### src/rtl/peripheral_msi_pkg.sv
`default_nettype none
// ============================================================================
// Module      : peripheral_msi_pkg
// Description : Shared AHB-Lite constants, arbiter state encoding and the
//               fixed-burst beat-count helper for the MSI interconnect.
// Revision    : 1.0 - initial release
// ============================================================================
package peripheral_msi_pkg;

  localparam logic [1:0] HTRANS_IDLE   = 2'b00;
  localparam logic [1:0] HTRANS_BUSY   = 2'b01;
  localparam logic [1:0] HTRANS_NONSEQ = 2'b10;
  localparam logic [1:0] HTRANS_SEQ    = 2'b11;

  localparam logic [2:0] HBURST_SINGLE = 3'b000;
  localparam logic [2:0] HBURST_INCR   = 3'b001;
  localparam logic [2:0] HBURST_WRAP4  = 3'b010;
  localparam logic [2:0] HBURST_INCR4  = 3'b011;
  localparam logic [2:0] HBURST_WRAP8  = 3'b100;
  localparam logic [2:0] HBURST_INCR8  = 3'b101;
  localparam logic [2:0] HBURST_WRAP16 = 3'b110;
  localparam logic [2:0] HBURST_INCR16 = 3'b111;

  typedef enum logic [1:0] {
    ARB_IDLE   = 2'd0,
    ARB_OWNED  = 2'd1,
    ARB_BURST  = 2'd2,
    ARB_LOCKED = 2'd3
  } arb_state_e;

  // Beats in a fixed-length burst; INCR is open-ended and reports 0.
  function automatic logic [4:0] burst_beats(input logic [2:0] hburst);
    logic [4:0] beats;
    case (hburst)
      HBURST_SINGLE:                beats = 5'd1;
      HBURST_INCR:                  beats = 5'd0;
      HBURST_WRAP4,  HBURST_INCR4:  beats = 5'd4;
      HBURST_WRAP8,  HBURST_INCR8:  beats = 5'd8;
      HBURST_WRAP16, HBURST_INCR16: beats = 5'd16;
      default:                      beats = 5'd0;
    endcase
    return beats;
  endfunction

endpackage
`default_nettype wire

### src/rtl/peripheral_msi_arbiter_select.sv
`default_nettype none
// ============================================================================
// Module      : peripheral_msi_arbiter_select
// Description : Combinational selector. Highest priority among eligible
//               requesters wins; ties resolved by searching upward from
//               'pointer' with wrap-around.
// Ports       : req        - request vector
//               prio       - per-master priority (larger wins)
//               pointer    - index where the tie-break search starts
//               exclude    - masters removed from this selection
//               sel_onehot - one-hot winner (zero when none)
//               sel_idx    - binary winner index
//               sel_valid  - a winner exists
// Revision    : 1.0 - initial release
// ============================================================================
module peripheral_msi_arbiter_select #(
  parameter int MASTERS       = 3,
  parameter int PRIORITY_BITS = 2,
  parameter int IDX_W         = $clog2(MASTERS)
) (
  input  logic [MASTERS-1:0]                    req,
  input  logic [MASTERS-1:0][PRIORITY_BITS-1:0] prio,
  input  logic [IDX_W-1:0]                      pointer,
  input  logic [MASTERS-1:0]                    exclude,
  output logic [MASTERS-1:0]                    sel_onehot,
  output logic [IDX_W-1:0]                      sel_idx,
  output logic                                  sel_valid
);

  logic [MASTERS-1:0]       w_eligible;
  logic [PRIORITY_BITS-1:0] w_max_prio;

  always_comb begin : p_select
    int j;
    w_eligible = req & ~exclude;
    w_max_prio = '0;
    for (int i = 0; i < MASTERS; i++) begin
      if (w_eligible[i] && (prio[i] > w_max_prio)) begin
        w_max_prio = prio[i];
      end
    end

    sel_onehot = '0;
    sel_idx    = '0;
    sel_valid  = 1'b0;
    for (int k = 0; k < MASTERS; k++) begin
      j = int'(pointer) + k;
      if (j >= MASTERS) begin
        j = j - MASTERS;
      end
      if (!sel_valid && w_eligible[j] && (prio[j] == w_max_prio)) begin
        sel_valid     = 1'b1;
        sel_onehot[j] = 1'b1;
        sel_idx       = IDX_W'(j);
      end
    end
  end

endmodule
`default_nettype wire

### src/rtl/peripheral_msi_arbiter_ahb.sv
`default_nettype none
// ============================================================================
// Module      : peripheral_msi_arbiter_ahb
// Description : Per-slave-port AHB-Lite arbiter. Registers the address-phase
//               owner (grant), tracks the data-phase owner, and honours
//               priority, HMASTLOCK and fixed-length bursts with round-robin
//               among equal priorities.
//               Optional macro PERIPHERAL_MSI_ARB_TIMEOUT_EN: preempts an INCR
//               owner after TIMEOUT cycles of contention.
// Ports       : HCLK, HRESETn (async active-low)
//               mst_priority/mst_req/mst_HMASTLOCK - per-master inputs
//               slv_HTRANS/slv_HBURST - granted master's control, post-mux
//               slv_HREADY  - slave HREADYOUT feedback
//               grant/grant_idx - address-phase owner
//               data_owner  - data-phase owner
//               slv_HMASTLOCK - lock currently held
// Revision    : 1.0 - initial release
// ============================================================================
module peripheral_msi_arbiter_ahb
  import peripheral_msi_pkg::*;
#(
  parameter int MASTERS       = 3,
  parameter int PRIORITY_BITS = 2,
  parameter int TIMEOUT       = 64
) (
  input  logic                                  HCLK,
  input  logic                                  HRESETn,
  input  logic [MASTERS-1:0][PRIORITY_BITS-1:0] mst_priority,
  input  logic [MASTERS-1:0]                    mst_req,
  input  logic [MASTERS-1:0]                    mst_HMASTLOCK,
  input  logic [1:0]                            slv_HTRANS,
  input  logic [2:0]                            slv_HBURST,
  input  logic                                  slv_HREADY,
  output logic [MASTERS-1:0]                    grant,
  output logic [$clog2(MASTERS)-1:0]            grant_idx,
  output logic [MASTERS-1:0]                    data_owner,
  output logic                                  slv_HMASTLOCK
);

  localparam int c_idx_w = $clog2(MASTERS);

  arb_state_e           r_state,      w_state_nxt;
  logic [MASTERS-1:0]   r_grant,      w_grant_nxt;
  logic [c_idx_w-1:0]   r_grant_idx,  w_grant_idx_nxt;
  logic [c_idx_w-1:0]   r_rr_ptr,     w_rr_ptr_nxt;
  logic [4:0]           r_beats,      w_beats_nxt;
  logic [MASTERS-1:0]   r_data_owner;

  logic                 w_rearb;
  logic                 w_to_expired;
  logic                 w_own_req;
  logic                 w_own_lock;
  logic [4:0]           w_burst_len;
  logic [MASTERS-1:0]   w_exclude;
  logic [MASTERS-1:0]   w_sel_onehot;
  logic [c_idx_w-1:0]   w_sel_idx;
  logic                 w_sel_valid;

  assign w_own_req   = |(mst_req & r_grant);
  assign w_own_lock  = |(mst_HMASTLOCK & r_grant);
  assign w_burst_len = burst_beats(slv_HBURST);
  // A timed-out owner sits out the selection it triggered.
  assign w_exclude   = w_to_expired ? r_grant : '0;

  peripheral_msi_arbiter_select #(
    .MASTERS       (MASTERS),
    .PRIORITY_BITS (PRIORITY_BITS),
    .IDX_W         (c_idx_w)
  ) u_select (
    .req        (mst_req),
    .prio       (mst_priority),
    .pointer    (r_rr_ptr),
    .exclude    (w_exclude),
    .sel_onehot (w_sel_onehot),
    .sel_idx    (w_sel_idx),
    .sel_valid  (w_sel_valid)
  );

  always_comb begin
    w_state_nxt     = r_state;
    w_grant_nxt     = r_grant;
    w_grant_idx_nxt = r_grant_idx;
    w_rr_ptr_nxt    = r_rr_ptr;
    w_beats_nxt     = r_beats;
    w_rearb         = 1'b0;

    case (r_state)
      ARB_IDLE: begin
        if (slv_HREADY && (|mst_req)) begin
          w_rearb = 1'b1;
        end
      end
      ARB_OWNED: begin
        if (slv_HREADY) begin
          // Lock and fixed-burst starts keep the owner; they take precedence
          // over the NONSEQ rearbitration point.
          if ((slv_HTRANS == HTRANS_NONSEQ) && w_own_lock) begin
            w_state_nxt = ARB_LOCKED;
          end else if ((slv_HTRANS == HTRANS_NONSEQ) && (w_burst_len > 5'd1)) begin
            w_state_nxt = ARB_BURST;
            w_beats_nxt = w_burst_len - 5'd1;
          end else if ((slv_HTRANS == HTRANS_IDLE) || (slv_HTRANS == HTRANS_NONSEQ) ||
                       !w_own_req || w_to_expired) begin
            w_rearb = 1'b1;
          end
        end
      end
      ARB_BURST: begin
        if (slv_HREADY) begin
          case (slv_HTRANS)
            HTRANS_SEQ: begin
              if (r_beats <= 5'd1) begin
                w_rearb = 1'b1;
              end else begin
                w_beats_nxt = r_beats - 5'd1;
              end
            end
            HTRANS_BUSY: begin
              w_beats_nxt = r_beats;
            end
            default: begin
              // IDLE or NONSEQ: owner abandoned the burst early.
              w_rearb = 1'b1;
            end
          endcase
        end
      end
      ARB_LOCKED: begin
        if (slv_HREADY && !w_own_lock) begin
          w_rearb = 1'b1;
        end
      end
      default: begin
        w_state_nxt = ARB_IDLE;
      end
    endcase

    if (w_rearb) begin
      w_beats_nxt = 5'd0;
      if (w_sel_valid) begin
        w_state_nxt     = ARB_OWNED;
        w_grant_nxt     = w_sel_onehot;
        w_grant_idx_nxt = w_sel_idx;
        w_rr_ptr_nxt    = (w_sel_idx == c_idx_w'(MASTERS - 1)) ? '0 : w_sel_idx + 1'b1;
      end else begin
        w_state_nxt     = ARB_IDLE;
        w_grant_nxt     = '0;
        w_grant_idx_nxt = '0;
      end
    end
  end

  always_ff @(posedge HCLK or negedge HRESETn) begin
    if (!HRESETn) begin
      r_state      <= ARB_IDLE;
      r_grant      <= '0;
      r_grant_idx  <= '0;
      r_rr_ptr     <= '0;
      r_beats      <= 5'd0;
      r_data_owner <= '0;
    end else begin
      r_state     <= w_state_nxt;
      r_grant     <= w_grant_nxt;
      r_grant_idx <= w_grant_idx_nxt;
      r_rr_ptr    <= w_rr_ptr_nxt;
      r_beats     <= w_beats_nxt;
      // Data phase follows the address phase that just completed.
      if (slv_HREADY) begin
        r_data_owner <= r_grant;
      end
    end
  end

`ifdef PERIPHERAL_MSI_ARB_TIMEOUT_EN
  localparam int c_to_w = $clog2(TIMEOUT + 1);

  logic [c_to_w-1:0] r_to_cnt;
  logic              w_others_pending;

  assign w_others_pending = |(mst_req & ~r_grant);
  assign w_to_expired     = (r_state == ARB_OWNED) && (r_to_cnt == c_to_w'(TIMEOUT));

  always_ff @(posedge HCLK or negedge HRESETn) begin
    if (!HRESETn) begin
      r_to_cnt <= '0;
    end else if (w_rearb || (r_state != ARB_OWNED)) begin
      r_to_cnt <= '0;
    end else if ((slv_HBURST == HBURST_INCR) && w_others_pending &&
                 (r_to_cnt != c_to_w'(TIMEOUT))) begin
      r_to_cnt <= r_to_cnt + 1'b1;
    end
  end
`else
  // Preemption is not built in: never expires (TIMEOUT referenced only to
  // keep the parameter bound).
  assign w_to_expired = 1'b0 && (TIMEOUT != 0);
`endif

  assign grant         = r_grant;
  assign grant_idx     = r_grant_idx;
  assign data_owner    = r_data_owner;
  assign slv_HMASTLOCK = (r_state == ARB_LOCKED);

endmodule
`default_nettype wire

### config.mk
export PLATFORM = sky130hd
export DESIGN_NAME = peripheral_msi_arbiter_ahb
export DESIGN_NICKNAME = d
export VERILOG_FILES = /design/src/rtl/peripheral_msi_pkg.sv /design/src/rtl/peripheral_msi_arbiter_select.sv /design/src/rtl/peripheral_msi_arbiter_ahb.sv
export SDC_FILE = /design/constraint.sdc
export NUM_CORES = 1
export LEC_CHECK = 0
export CORE_MARGIN = 5
export CORE_UTILIZATION = 40
export CTS_CLUSTER_DIAMETER = 40
export DETAILED_ROUTE_END_ITERATION = 16
export PLACE_DENSITY = 0.67
export SLEW_MARGIN = 20
export SYNTH_ARGS = -nofsm -noshare
export SYNTH_HDL_FRONTEND = slang
export SYNTH_SLANG_ARGS = --single-unit
### constraint.sdc
create_clock -name HCLK -period 2.9 [get_ports HCLK]
set_input_delay 0.58 -clock HCLK [delete_from_list [all_inputs] [get_ports HCLK]]
set_output_delay 0.58 -clock HCLK [all_outputs]
set_load 0.01 [all_outputs]
# Yosys cells after proc, flatten, opt, wreduce, memory -nomap -nowiden
# Memory sizes are Yosys's and may differ from the RTL's.
# Index checks and enable logic that the tools add are counted.
# word_totals
register_bits,17
latchBits,0
mem_bits_rw,0
rom_bits,32
in_bits,20
output_inout_bits,9
word_cells,148
n_memories,1
# mem_list
memory,words,word_bits,rd,rd_clocked_by_memory_dff,write_ports,line,source
(name not given),8,4,1,0,0,peripheral_msi_pkg.sv:34,case (hburst)
# classes
n_addsub,8
n_mul,0
div_mod_pow,0
n_lt_le_gt_ge,14
eq_ne,16
shift,0
muxes,66
bitwise,4
n_reduce_logical,33
# op_table
cell,n
$ge A32 B1 Y1 const B,3
$lt A32 B4 Y1 const B,3
$mux W32,3
$ge A32 B3 Y1 const B,2
$sub A32 B3 Y32 const B,2
$mux W2,19
$mux W5,7
$mux W1,21
$ne A3 B3 Y1 const B,6
$logic_and A1 B1 Y1,15
$bmux W2 S2,3
$mux W3,4
$eq A2 B2 Y1 const B,5
$pmux W5 S2,1
$sub A5 B1 Y5 const B,2
$reduce_or A3 Y1,3
$reduce_and A7 Y1,1
$and A3 B3 Y3,2
$bmux W1 S2,3
$demux W1 S2,3
$eq A2 B2 Y1,3
$or A3 B3 Y3,2
$reduce_bool A3 Y1,2
$gt A5 B1 Y1 const B,1
17 further kinds,25

# Logic depth before layout (Yosys ltp)
# Gate-level depths: netlist (run 1).
# depth
depth_word,22
mapped_depth,15
ltp_nobuf,15

# Hierarchy
# Synthesis (run 1) repeated with hierarchy kept, for this count alone.
# hier_totals
hier_cells,230
area_unflattened_um2,1973.1
# by_module_without_submodules
module,instances,cells_each,area_each_um2,seq_area_each_um2
peripheral_msi_arbiter_ahb,1,118,1129.8,425.4
peripheral_msi_arbiter_select,1,112,843.3,0.0

# Least setup slack after synthesis (run 1)
# OpenSTA, ideal clock, no wires.
# synth_path
path_kind,input-to-reg
start,input port mst_priority[1] (netlist bit)
end,register r_rr_ptr[0]
setup_ns,0.129
arrival_ns,3.371
t_required_ns,2.771
setup_slack_ns,-0.600
stages,14
n_path_buf,0
cell_sequence,nand2_1 > ha_1 > nor2b_4 > o21a_4 > o21a_1 > ha_1 > nor2b_2 > o211ai_4 > or2_2 > a21oi_1 > o221ai_4 > a31o_4 > a211oi_2 > a211oi_1
# synth_between
elab_chain_len,22
elab_cells_between_ends,38
cone_classes,1 x add/sub; 3 x order compare; 4 x eq/ne; 19 x mux; 11 x reduce/logical
# synth_lines
element,line,source
start: declaration,peripheral_msi_arbiter_ahb.sv:28,"input logic [MASTERS-1:0][PRIORITY_BITS-1:0] mst_priority,"
$gt A2 B1 Y1,peripheral_msi_arbiter_select.sv:38,if (w_eligible[i] && (prio[i] > w_max_prio)) begin
$logic_and A1 B1 Y1,peripheral_msi_arbiter_select.sv:38,
$mux W2,peripheral_msi_arbiter_select.sv:38,
$gt A2 B2 Y1,peripheral_msi_arbiter_select.sv:38,
$logic_and A1 B1 Y1,peripheral_msi_arbiter_select.sv:38,
$mux W2,peripheral_msi_arbiter_select.sv:38,
$gt A2 B2 Y1,peripheral_msi_arbiter_select.sv:38,
$logic_and A1 B1 Y1,peripheral_msi_arbiter_select.sv:38,
[4 not listed],-,
$logic_not A1 Y1,peripheral_msi_arbiter_select.sv:51,if (!sel_valid && w_eligible[j] && (prio[j] == w_max_prio)) begin
$logic_and A1 B1 Y1 (2 in a row),peripheral_msi_arbiter_select.sv:51,
$mux W1,peripheral_msi_arbiter_select.sv:51,
$logic_not A1 Y1,peripheral_msi_arbiter_select.sv:51,
$logic_and A1 B1 Y1 (2 in a row),peripheral_msi_arbiter_select.sv:51,
$mux W2,peripheral_msi_arbiter_select.sv:51,
$add A2 B1 Y2 / $eq A2 B2 Y1 (equally long branches),peripheral_msi_arbiter_ahb.sv:144,w_rr_ptr_nxt = (w_sel_idx == c_idx_w'(MASTERS - 1)) ? '0 : w_sel_idx + 1'b1;
$mux W2,peripheral_msi_arbiter_ahb.sv:144,
end signal: assignment,peripheral_msi_arbiter_ahb.sv:165,r_rr_ptr <= w_rr_ptr_nxt;
end: declaration,peripheral_msi_arbiter_ahb.sv:45,"logic [c_idx_w-1:0] r_rr_ptr, w_rr_ptr_nxt;"
# Parallel ways exist; a longest one is shown, timed or not. The select of a mux whose other input is x is not followed.
# A chain may end at the register's enable or synchronous reset.

# Final worst setup path (run 1)
# layout_path
start,input port mst_req[0]
end,"register r_grant_idx[1], in the netlist grant_idx[1]"
# layout_between
elab_chain_len,20
elab_cells_between_ends,46
cone_classes,2 x order compare; 3 x eq/ne; 25 x mux; 1 x bitwise; 15 x reduce/logical
# layout_lines
element,line,source
start: declaration,peripheral_msi_arbiter_ahb.sv:29,"input logic [MASTERS-1:0] mst_req,"
$logic_and A1 B1 Y1,peripheral_msi_arbiter_select.sv:38,
$mux W2,peripheral_msi_arbiter_select.sv:38,
$gt A2 B2 Y1,peripheral_msi_arbiter_select.sv:38,
$logic_and A1 B1 Y1,peripheral_msi_arbiter_select.sv:38,
$mux W2,peripheral_msi_arbiter_select.sv:38,
$gt A2 B2 Y1,peripheral_msi_arbiter_select.sv:38,
$logic_and A1 B1 Y1,peripheral_msi_arbiter_select.sv:38,
$mux W2,peripheral_msi_arbiter_select.sv:38,
[2 not listed],-,
$mux W1,peripheral_msi_arbiter_select.sv:51,
$logic_not A1 Y1,peripheral_msi_arbiter_select.sv:51,
$logic_and A1 B1 Y1 (2 in a row),peripheral_msi_arbiter_select.sv:51,
$mux W1,peripheral_msi_arbiter_select.sv:51,
$logic_not A1 Y1,peripheral_msi_arbiter_select.sv:51,
$logic_and A1 B1 Y1 (2 in a row),peripheral_msi_arbiter_select.sv:51,
$mux W2 / $mux W1 (equally long branches),peripheral_msi_arbiter_select.sv:51,
$mux W2,peripheral_msi_arbiter_ahb.sv:140,if (w_sel_valid) begin
end signal: assignment,peripheral_msi_arbiter_ahb.sv:164,r_grant_idx <= w_grant_idx_nxt;
end: declaration,peripheral_msi_arbiter_ahb.sv:44,"logic [c_idx_w-1:0] r_grant_idx, w_grant_idx_nxt;"
# Parallel ways exist; a longest one is shown, timed or not. The select of a mux whose other input is x is not followed.

==> metrics.md, run 1 <==
| Metric | Value |
|---|---|
| Share of the synthesized area in the top cell type | approximately 23% |
| Status | finished, violations left |
| Final setup TNS | -2.23 ns |
| Post-synth top flop | dfrtp_1 |
| Final ANT Viol Nets | 0 |
| Fill cell count | between 300 and 400 |
| Pre-CTS WS | -1.13 ns |
| CP max stage cell | o31a_1 |
| Register area share after synthesis | a little under a quarter |
| Initial detailed-routing violation count | 110 |
| VDD IR max | 0.000429 V |
| Crit-path max FO | 6 |
| Crit-path max cell delay | ~0.33 ns |
| Starting Density | a little over two fifths |
| Fin. max-slew vios | 0 |
| Synthesis-to-finish area growth | 39.2% |
| Depth of the CTS H-tree | 1 |
| CTS tree | done |
| Crit share post-route | 111% |
| Netlist cell types | 53 |
| Final Hold Viols | 0 |
| Num Clock Sinks | 17 |
| RR Startpoint | r_rr_ptr[0]$_DFFE_PN0P_ |
| Post-layout util | 57.9% |
| Hold-fix buffers at CTS | 0 |
| Core Box Area | between 4000 and 5000 µm² |
| Die height | 77.8 µm |
| Synth area leaders | dfrtp_1, ha_1, mux2i_1 |
| Setup Skew | about 0.0022 ns |
| Antenna cells | 0 |
| Max_cap viols | 0 |
| Cell mode on critical path | nor2b_4 |
| Clock-pin slew on the worst setup and hold paths | about 0.070 ns |
| RSZ-0062 raised after global routing | yes |
| Async set-or-reset flop fraction in the synthesized netlist | 100% |
| CP cell instances | buf_8 -> nand2_8 -> ha_4 -> nor2b_4 -> o21a_4 -> o21a_1 -> ha_1 -> nor2b_4 -> o211ai_4 -> nand2b_4 -> and3_1 -> o221ai_4 -> o31a_1 -> a211oi_4 -> a21o_1 |
| Vias in the first global route | approximately 1800 |
| Cell count after synthesis | 210 |
| Failing checks | setup timing |
| GP Congestion | between 0.9 and 1 |
| Final setup margin | -0.332 ns |
| Most instantiated cells after synthesis | nand2_1, ha_1, dfrtp_1, inv_1 |
| Mapped cell area | around 1800 µm² |
| GRT Overall Usage | between 10% and 20% |
| Required @ worst endpoint | between 3 and 4 ns |
| DRC errors left | 0 |
| # IOs | 29 |
| Warnings, synthesis | 0 |
| Most common cell in the netlist | nand2_1 |
| Bufs on Longest Clock Path | 2 |
| Routed Wire Length | roughly 4700 µm |
| Max frequency | approximately 0.31 GHz |
| Setup CP Type | input pin to flip-flop |
| DR vias | 1755 |
| Initial antenna violation count | 0 |
| Hold Path Class | flip-flop to flip-flop |
| CP Buf/Inv Count | 1 |
| DP HPWL | 3630 µm |
| Pin count of the biggest net entering global routing | 18 |
| Die W | roughly 80 µm |
| Die ar. | roughly 6000 µm² |
| Power Density | about 620 nW/µm² |
| Vias per inst | 5.52 |
| Min-Delay Startpoint | grant_idx[1]$_DFFE_PN0P_ |
| Total power | between 1.5 and 2 mW |
| CTS Root Buffer Type | clkbuf_8 |
| Post-synthesis register bit count | 17 |
| Global-route wire length before repair | about 8400 µm |
| Yosys top cell by area | dfrtp_1 |
| Tmin final | 3.23 ns |
| Post-Syn Nets | roughly 250 |
| Post-DR wirelength/cell | roughly 15 µm |
| Drt pass-1 iters | 4 |
| CTS buffer count | 3 |
| # port buffers | 28 |
| Clk Latency, worst-skew pair | approximately 0.25 ns |
| Nets | just over 300 |
| CP delay by family, top | compound AO/OA/AOI/OAI gates |
| Syn Area/Cell | 8.75 µm² |
| Share of layout cells above drive strength 1 | a little under a third |
| Worst slew pin tran | approximately 0.79 ns |
| Critical Path Start Type | input pin |
| Crit path capture type | flip-flop |
| Critical Path AT | 3.43 ns |
| Leakage | 1.12 nW |
| Post-synth EDFFs | 0 |
| Slew headroom | a little under half |
| Final setup violating endpoints | 8 |
| Rows | 24 |
| Crit path from | mst_req[0] |
| GR Overflow Total | 0 |
final timing paths:
kind | to | slack (ns) | cells after the start
worst min register to register | grant_idx[1]$_DFFE_PN0P_ | 0.49 | 1
worst max-delay path | grant_idx[1]$_DFFE_PN0P_ | -0.33 | 15
worst min-delay path | grant_idx[1]$_DFFE_PN0P_ | 0.49 | 1
worst max register to register | grant_idx[1]$_DFFE_PN0P_ | 0.28 | 10
min in group asynchronous | r_beats[2]$_DFFE_PN0P_ | 0.78 | 1
max in group asynchronous | r_beats[0]$_DFFE_PN0P_ | 1.63 | 1
area by class of cell:
cell class	count	area [µm²]	area share, %
inverter	17	63.8	2.50
multi-input combinational	170	1450	56.5
clock buffer	3	41.3	1.61
timing repair buffer	58	509	19.9
sequential	17	425	16.6
clock inverter	1	7.51	0.294
tap	52	65.1	2.54
cells in the final DEF, fill, tap and decap left out, types with 4 or more instances in the layout:
cell type,n
nand2_1,21
inv_1,15
nor2_1,10
buf_4,29
nor3_1,5
mux2i_1,9
o21ai_0,16
nor2b_1,4
a21o_1,4
a21oi_1,11
clkdlybuf4s50_1,22
a21oi_2,5
dfrtp_1,17
ha_1,16
worst register-to-register path: stages, from the launching register on:
cell       delay (ns)
dfrtp_1          0.37
inv_1            0.09
ha_1             0.51
inv_1            0.15
nor2_1           0.19
o2bb2ai_1        0.17
and3_1           0.23
o221ai_4         0.15
o31a_1           0.33
a211oi_4         0.25
a21o_1           0.11
per-layer routing:
metal	routed length, µm	global-route usage, %
met1	2470	24.2
met2	2000	24.5
met3	259	3.82
met4	11	1.37
met5	0	0
power by group:
group / internal (mW) / switching [mW]
Sequential: 0.306 / 0.0706
Combinational: 0.478 / 0.552
Clock: 0.0967 / 0.0875
stage by stage:
step                      hold WS [ns]  cells  cell area (µm²)
final                            0.486    318             2560
after global routing             0.506    318             2560
after CTS                        0.491    318             2530
after detailed placement         0.468    310             2390
after global placement           0.475    310             2390
after floorplan                  0.284    210             1900
cell families (layout without fill, tap and decap cells):
kind of cell / after synthesis / count (layout) / synth area share (%)
xor gates and xnor gates: 2 / 2 / 0.954
AOI/OAI and AO/OA: 77 / 77 / 33.7
and+or+nand+nor: 61 / 61 / 17.0
buffers and inverters: 23 / 79 / 6.20
muxes: 12 / 12 / 6.74
DFF: 17 / 17 / 23.2
adders and majority gates: 18 / 18 / 12.3
registers in the layout (all words and copies together), names as in the netlist:
name        flops
data_owner      3
grant           3
grant_idx       2
r_beats         5
r_rr_ptr        2
r_state         2
timing repair:
action,CTS,global route
setup endpoints to repair,8,8
resized for setup,39,6
cloned,0,0
pin swaps,17,6
buffers inserted,4,0
(Power assumes the default switching activity.)
==> run 2: changes to the inputs <==
Settings changed: SLEW_MARGIN 20 to 25.
Clock period 2.9 ns to 3 ns, I/O delays scaled along.
==> metrics.md, run 2 (synthesized netlist as in run 1, its figures left out) <==
| Metric | Value |
|---|---|
| Die ar. | between 6000 and 7000 µm² |
| # port buffers | 28 |
| Final setup violating endpoints | 8 |
| Critical Path Start Type | input pin |
| Critical Path AT | 3.45 ns |
| Reg2Reg Depth | 10 |
| Biggest register | r_beats |
| Vias in the first global route | between 1500 and 2000 |
| Most frequent cells in the layout | buf_4, clkdlybuf4s50_1, nand2_1 |
| Initial antenna violation count | 0 |
| Tmin final | 3.25 ns |
| Starting Density | between 40% and 50% |
| Post-DR wirelength/cell | 15.0 µm |
| Max frequency | 0.308 GHz |
| Power Density | ~600 nW/µm² |
| CTS buffer count | 3 |
| DP HPWL | 3570 µm |
| # IOs | 29 |
| Vias per inst | ~5.6 |
| Global-route wire length before repair | 8140 µm |
| GR Overflow Total | 0 |
| Routed Wire Length | roughly 4700 µm |
| Fin. max-slew vios | 0 |
| CTS tree | done |
| Pin count of the biggest net entering global routing | 18 |
| Bufs on Longest Clock Path | 2 |
| Setup CP Type | input pin to flip-flop |
| Die W | ~80 µm |
| Depth of the CTS H-tree | 1 |
| Status | finished, violations left |
| Failing checks | setup timing |
| Leakage | between 1 and 1.5 nW |
| Num Clock Sinks | 17 |
| Final setup margin | -0.251 ns |
| Die height | slightly below 80 µm |
| Finished Layout Cells | ~320 |
| DRC errors left | 0 |
| Share of layout cells above drive strength 1 | about 30% |
| Rows | 24 |
| Required @ worst endpoint | 3.20 ns |
| Commonest non-fill, non-tap cell in the layout | buf_4 |
| Final ANT Viol Nets | 0 |
| Crit path from | mst_priority[1] |
| DR vias | approximately 1800 |
| RSZ-0062 raised after global routing | yes |
| VDD IR max | around 0.00032 V |
| Slew headroom | 46.2% |
| Worst R2R End | grant_idx[1]$_DFFE_PN0P_ |
| Nets | approximately 300 |
| Core Box Area | around 4400 µm² |
| Final Hold Viols | 0 |
| Max FFs per register | 5 |
| CTS Root Buffer Type | clkbuf_8 |
| Placed Cells | slightly above 300 |
| Antenna cells | 0 |
| Crit-path max FO | 6 |
| GP Congestion | between 0.8 and 0.9 |
| GRT Overall Usage | between 15 and 20% |
| Clock-pin slew on the worst setup and hold paths | approximately 0.070 ns |
| Initial detailed-routing violation count | 119 |
| Crit share post-route | 108% |
| Drt pass-1 iters | 4 |
| Worst slew pin tran | 0.805 ns |
| RR Startpoint | r_rr_ptr[0]$_DFFE_PN0P_ |
| Worst Setup EP | grant_idx[1]$_DFFE_PN0P_ |
| Post-layout util | between 50% and 60% |
| Setup Skew | 0.00417 ns |
| Clk Latency, worst-skew pair | about 0.26 ns |
| Hold-fix buffers at CTS | 0 |
| Crit path capture type | flip-flop |
| Max_cap viols | 0 |
| Reg2reg setup slack | around 0.21 ns |
| Synthesis-to-finish area growth | 39.6% |
| Hold Path Class | flip-flop to flip-flop |
-- run 2: what timing repair did --
item,in CTS,in global routing
setup buffers,2,3
endpoints found under the setup margin,8,8
resized for setup,38,12
pin swaps,16,15
endpoints found under the hold margin,0,0
-- run 2: per-stage QoR --
| step | setup WS (ns) | power (mW) | TNS (ns) | hold WS [ns] | cell area [µm²] |
|---|---|---|---|---|---|
| floorplan | -0.297 | 0.988 | -1.80 | 0.304 | 1900 |
| global placement | -0.983 | 1.26 | -7.62 | 0.475 | 2370 |
| detailed placement | -1.12 | 1.27 | -8.34 | 0.483 | 2370 |
| CTS | -0.223 | 1.49 | -1.49 | 0.503 | 2490 |
| global route | -0.360 | 1.67 | -2.46 | 0.522 | 2560 |
| finish | -0.251 | 1.54 | -1.56 | 0.492 | 2560 |
-- run 2: how the worst min path moves through the flow --
stage,startpoint,endpoint,slack [ns],cells after the start
after floorplan,HRESETn,data_owner[0]$_DFFE_PN0P_,0.30,0
after global placement,grant_idx[0]$_DFFE_PN0P_,grant_idx[0]$_DFFE_PN0P_,0.48,1
after detailed placement,grant_idx[1]$_DFFE_PN0P_,grant_idx[1]$_DFFE_PN0P_,0.48,1
after CTS,grant_idx[1]$_DFFE_PN0P_,grant_idx[1]$_DFFE_PN0P_,0.50,1
after global routing,grant_idx[1]$_DFFE_PN0P_,grant_idx[1]$_DFFE_PN0P_,0.52,1
final,grant_idx[1]$_DFFE_PN0P_,grant_idx[1]$_DFFE_PN0P_,0.49,1
-- run 2: layout make-up --
type	instances	area (µm²)
Clock buffer	3	41.3
Timing Repair Buffer	55	495
Inverter	17	63.8
Sequential cell	17	425
Clock inverter	1	7.51
Tap cell	52	65.1
Multi-Input combinational cell	170	1470
Fill cell	384	1850
-- run 2: layer usage --
metal,GRT usage [%],part of all wire [%],vias to the layer above
met5,0,0,-
met4,2.92,0.62,0
met3,4.17,6.2,5
met2,22.8,42,53
met1,24.5,51,813
li1,-,-,882
-- run 2: power breakdown --
group	internal, mW	switching, mW
clock network	0.0936	0.0842
logic	0.465	0.532
registers	0.296	0.0690
-- run 2: critical path, cell delays in order --
cell and delay (ns):
buf_8 0.11, nand2_8 0.06, ha_4 0.20, nor2b_4 0.13, o21a_4 0.19, o21a_1 0.21
ha_4 0.22, nor2b_4 0.13, o211ai_4 0.27, nand2b_4 0.23, and3_4 0.20, o221ai_4 0.14
o31a_1 0.36, a211oi_4 0.29, a21o_1 0.12
==> run 3: changes to the inputs <==
Settings changed: ABC_CLOCK_PERIOD_IN_PS set to 3000.
==> results of run 3 <==
No change in the layout: final DEF, timing and power equal those of run 2.
==> RTL edit: new RTL, settings of run 2 <==
`MASTERS` is set to 3 in 2 places; all go to 5.
--- a/src/rtl/peripheral_msi_arbiter_select.sv
+++ b/src/rtl/peripheral_msi_arbiter_select.sv
@@ -14,7 +14,7 @@
 // Revision    : 1.0 - initial release
 // ============================================================================
 module peripheral_msi_arbiter_select #(
-  parameter int MASTERS       = 3,
+  parameter int MASTERS       = 5,
   parameter int PRIORITY_BITS = 2,
   parameter int IDX_W         = $clog2(MASTERS)
 ) (
--- a/src/rtl/peripheral_msi_arbiter_ahb.sv
+++ b/src/rtl/peripheral_msi_arbiter_ahb.sv
@@ -19,7 +19,7 @@
 module peripheral_msi_arbiter_ahb
   import peripheral_msi_pkg::*;
 #(
-  parameter int MASTERS       = 3,
+  parameter int MASTERS       = 5,
   parameter int PRIORITY_BITS = 2,
   parameter int TIMEOUT       = 64
 ) (
Ports: changed (6 resized); port bits go from 29 to 42. No check against the original RTL was run, so the function may have changed too.
==> RTL edit against run 2 <==
The run still ends with setup timing left. Total power rose to 6.3 times the old value. Synthesized cell count rose to 2.7 times the old value. Sequential cell count is 6 higher. Setup slack worse by 3100 ps. Wire length increased to 3.7 times the old value. Area after synthesis up 140%. Final area grew to 2.6 times the old value. Count of clock-buffer cells in the layout increased by 1. Largest power group unchanged.
==> RTL edit: results (changes against run 2) <==
status=finished with violations; failing checks=setup timing; Final WS setup=-3390 ps (-3140 ps); vias in the first global route=5433 (+220%); HP Start=grant_idx[0]$_DFFE_PN0P_; dominant cells by area after synthesis=dfrtp_1 (13%), ha_1 (11%), nand2_1 (4.8%); worst setup slack after placement=-4300 ps (-3180 ps); Worst Hold Slack=488 ps (-4.11 ps); CP peak stage delay=570 ps (+210 ps); Seq/Total Area, Yosys=13.1% (-10 points); origin of the worst setup path=mst_req[0]; violation count after the first detailed-route iteration=522 (+340%); Layout Cells excl Fill=912 (+190%); R2R Path End=r_rr_ptr[2]$_DFFE_PN0P_; register area=576 um^2 (+35%); router iterations before antenna repair=11 (+7); WL/cell=19.2 um (+28%); clock skew=6.89 ps (+2.72 ps); worst reg2reg path startpoint=r_rr_ptr[1]$_DFFE_PN0P_; Synth Area in Adders=11.3% (-0.96 points); fillers=971 (+150%); xor and xnor area share after synthesis=3.34% (+2.4 points); DPL Wire Length=13700 um (+290%); fraction of layout cells with a size suffix above 1=36.3% (+6.6 points); FF-to-FF path depth=17 (+7); gpl congestion=0.972 (+11%); net count after synthesis=643 (+160%); global-route wire length before repair=27300 um (+240%); Vias=5482 (+210%); mux share of post-synthesis cell area=7.13% (+0.39 points); Commonest cells post-synth=nand2_1 (56), ha_1 (38), a21oi_1 (37); Worst EP arrival=6590 ps (+3140 ps); endpoints failing setup=12 (+4); Leak Pwr=2.99 nW (+170%); post-placement cell count=891 (+190%)
==> RTL edit: cell count changes after synthesis, sizes merged, moves of 20 or more <==
cell and delta:
buf +20, nand2 +33, ha +20, nand3 +26
a21oi +25, nor2 +20
==> RTL edit: through the flow <==
stage	TNS, ps	power (mW)
after floorplan	-36770	4.81
after detailed placement	-48890	8.11
after global placement	-46150	7.89
after global routing	-40160	10.3
final	-37390	9.63
after CTS	-35530	9.05
==> RTL edit: final cells by class <==
type	count	share of cell area, %
clock buffers	4	0.679
inverters	34	1.92
multi-input cells	483	57.8
flip-flops and latches	23	8.68
well taps	140	2.64
repair buffers	228	28.2
==> RTL edit: kinds of logic after synthesis <==
kind of cell,Yosys count
flip-flops,23
adder cells (fa/ha/maj),39
multiplexers,27
AND/OR/NAND/NOR,207
buffers and inverters,70
XOR/XNOR,15
AO/OA/AOI/OAI,195
==> RTL edit: power by group <==
group          internal [mW]  leakage [nW]  switching (mW)
registers              0.419         0.304           0.101
clock network         0.0946        0.0228          0.0948
logic                   4.39          2.67            4.54
total                   4.90          2.99            4.73
==> RTL edit: repair_timing <==
item / in CTS / in global routing
endpoints found under the setup margin: 16 / 17
setup buffers: 13 / 6
gates resized for setup: 56 / 28
pin swaps: 31 / 32
==> RTL edit: critical path, delay by kind of cell <==
family | cells | cell delay [ps]
AO/OA/AOI/OAI | 13 | 2370
AND/OR/NAND/NOR | 10 | 1650
adder cells (fa/ha/maj) | 5 | 1140
multiplexers | 2 | 550
XOR/XNOR | 1 | 150
buffers and inverters | 1 | 110
==> RTL edit: layer usage <==
layer  vias up  GRT usage, %  share of wire, %
met4         0          12.4               4.9
met3        62          2.33               7.4
met1      2597          32.4                40
met2       270          45.1                48
met5         -             0                 0
li1       2553             -                 -
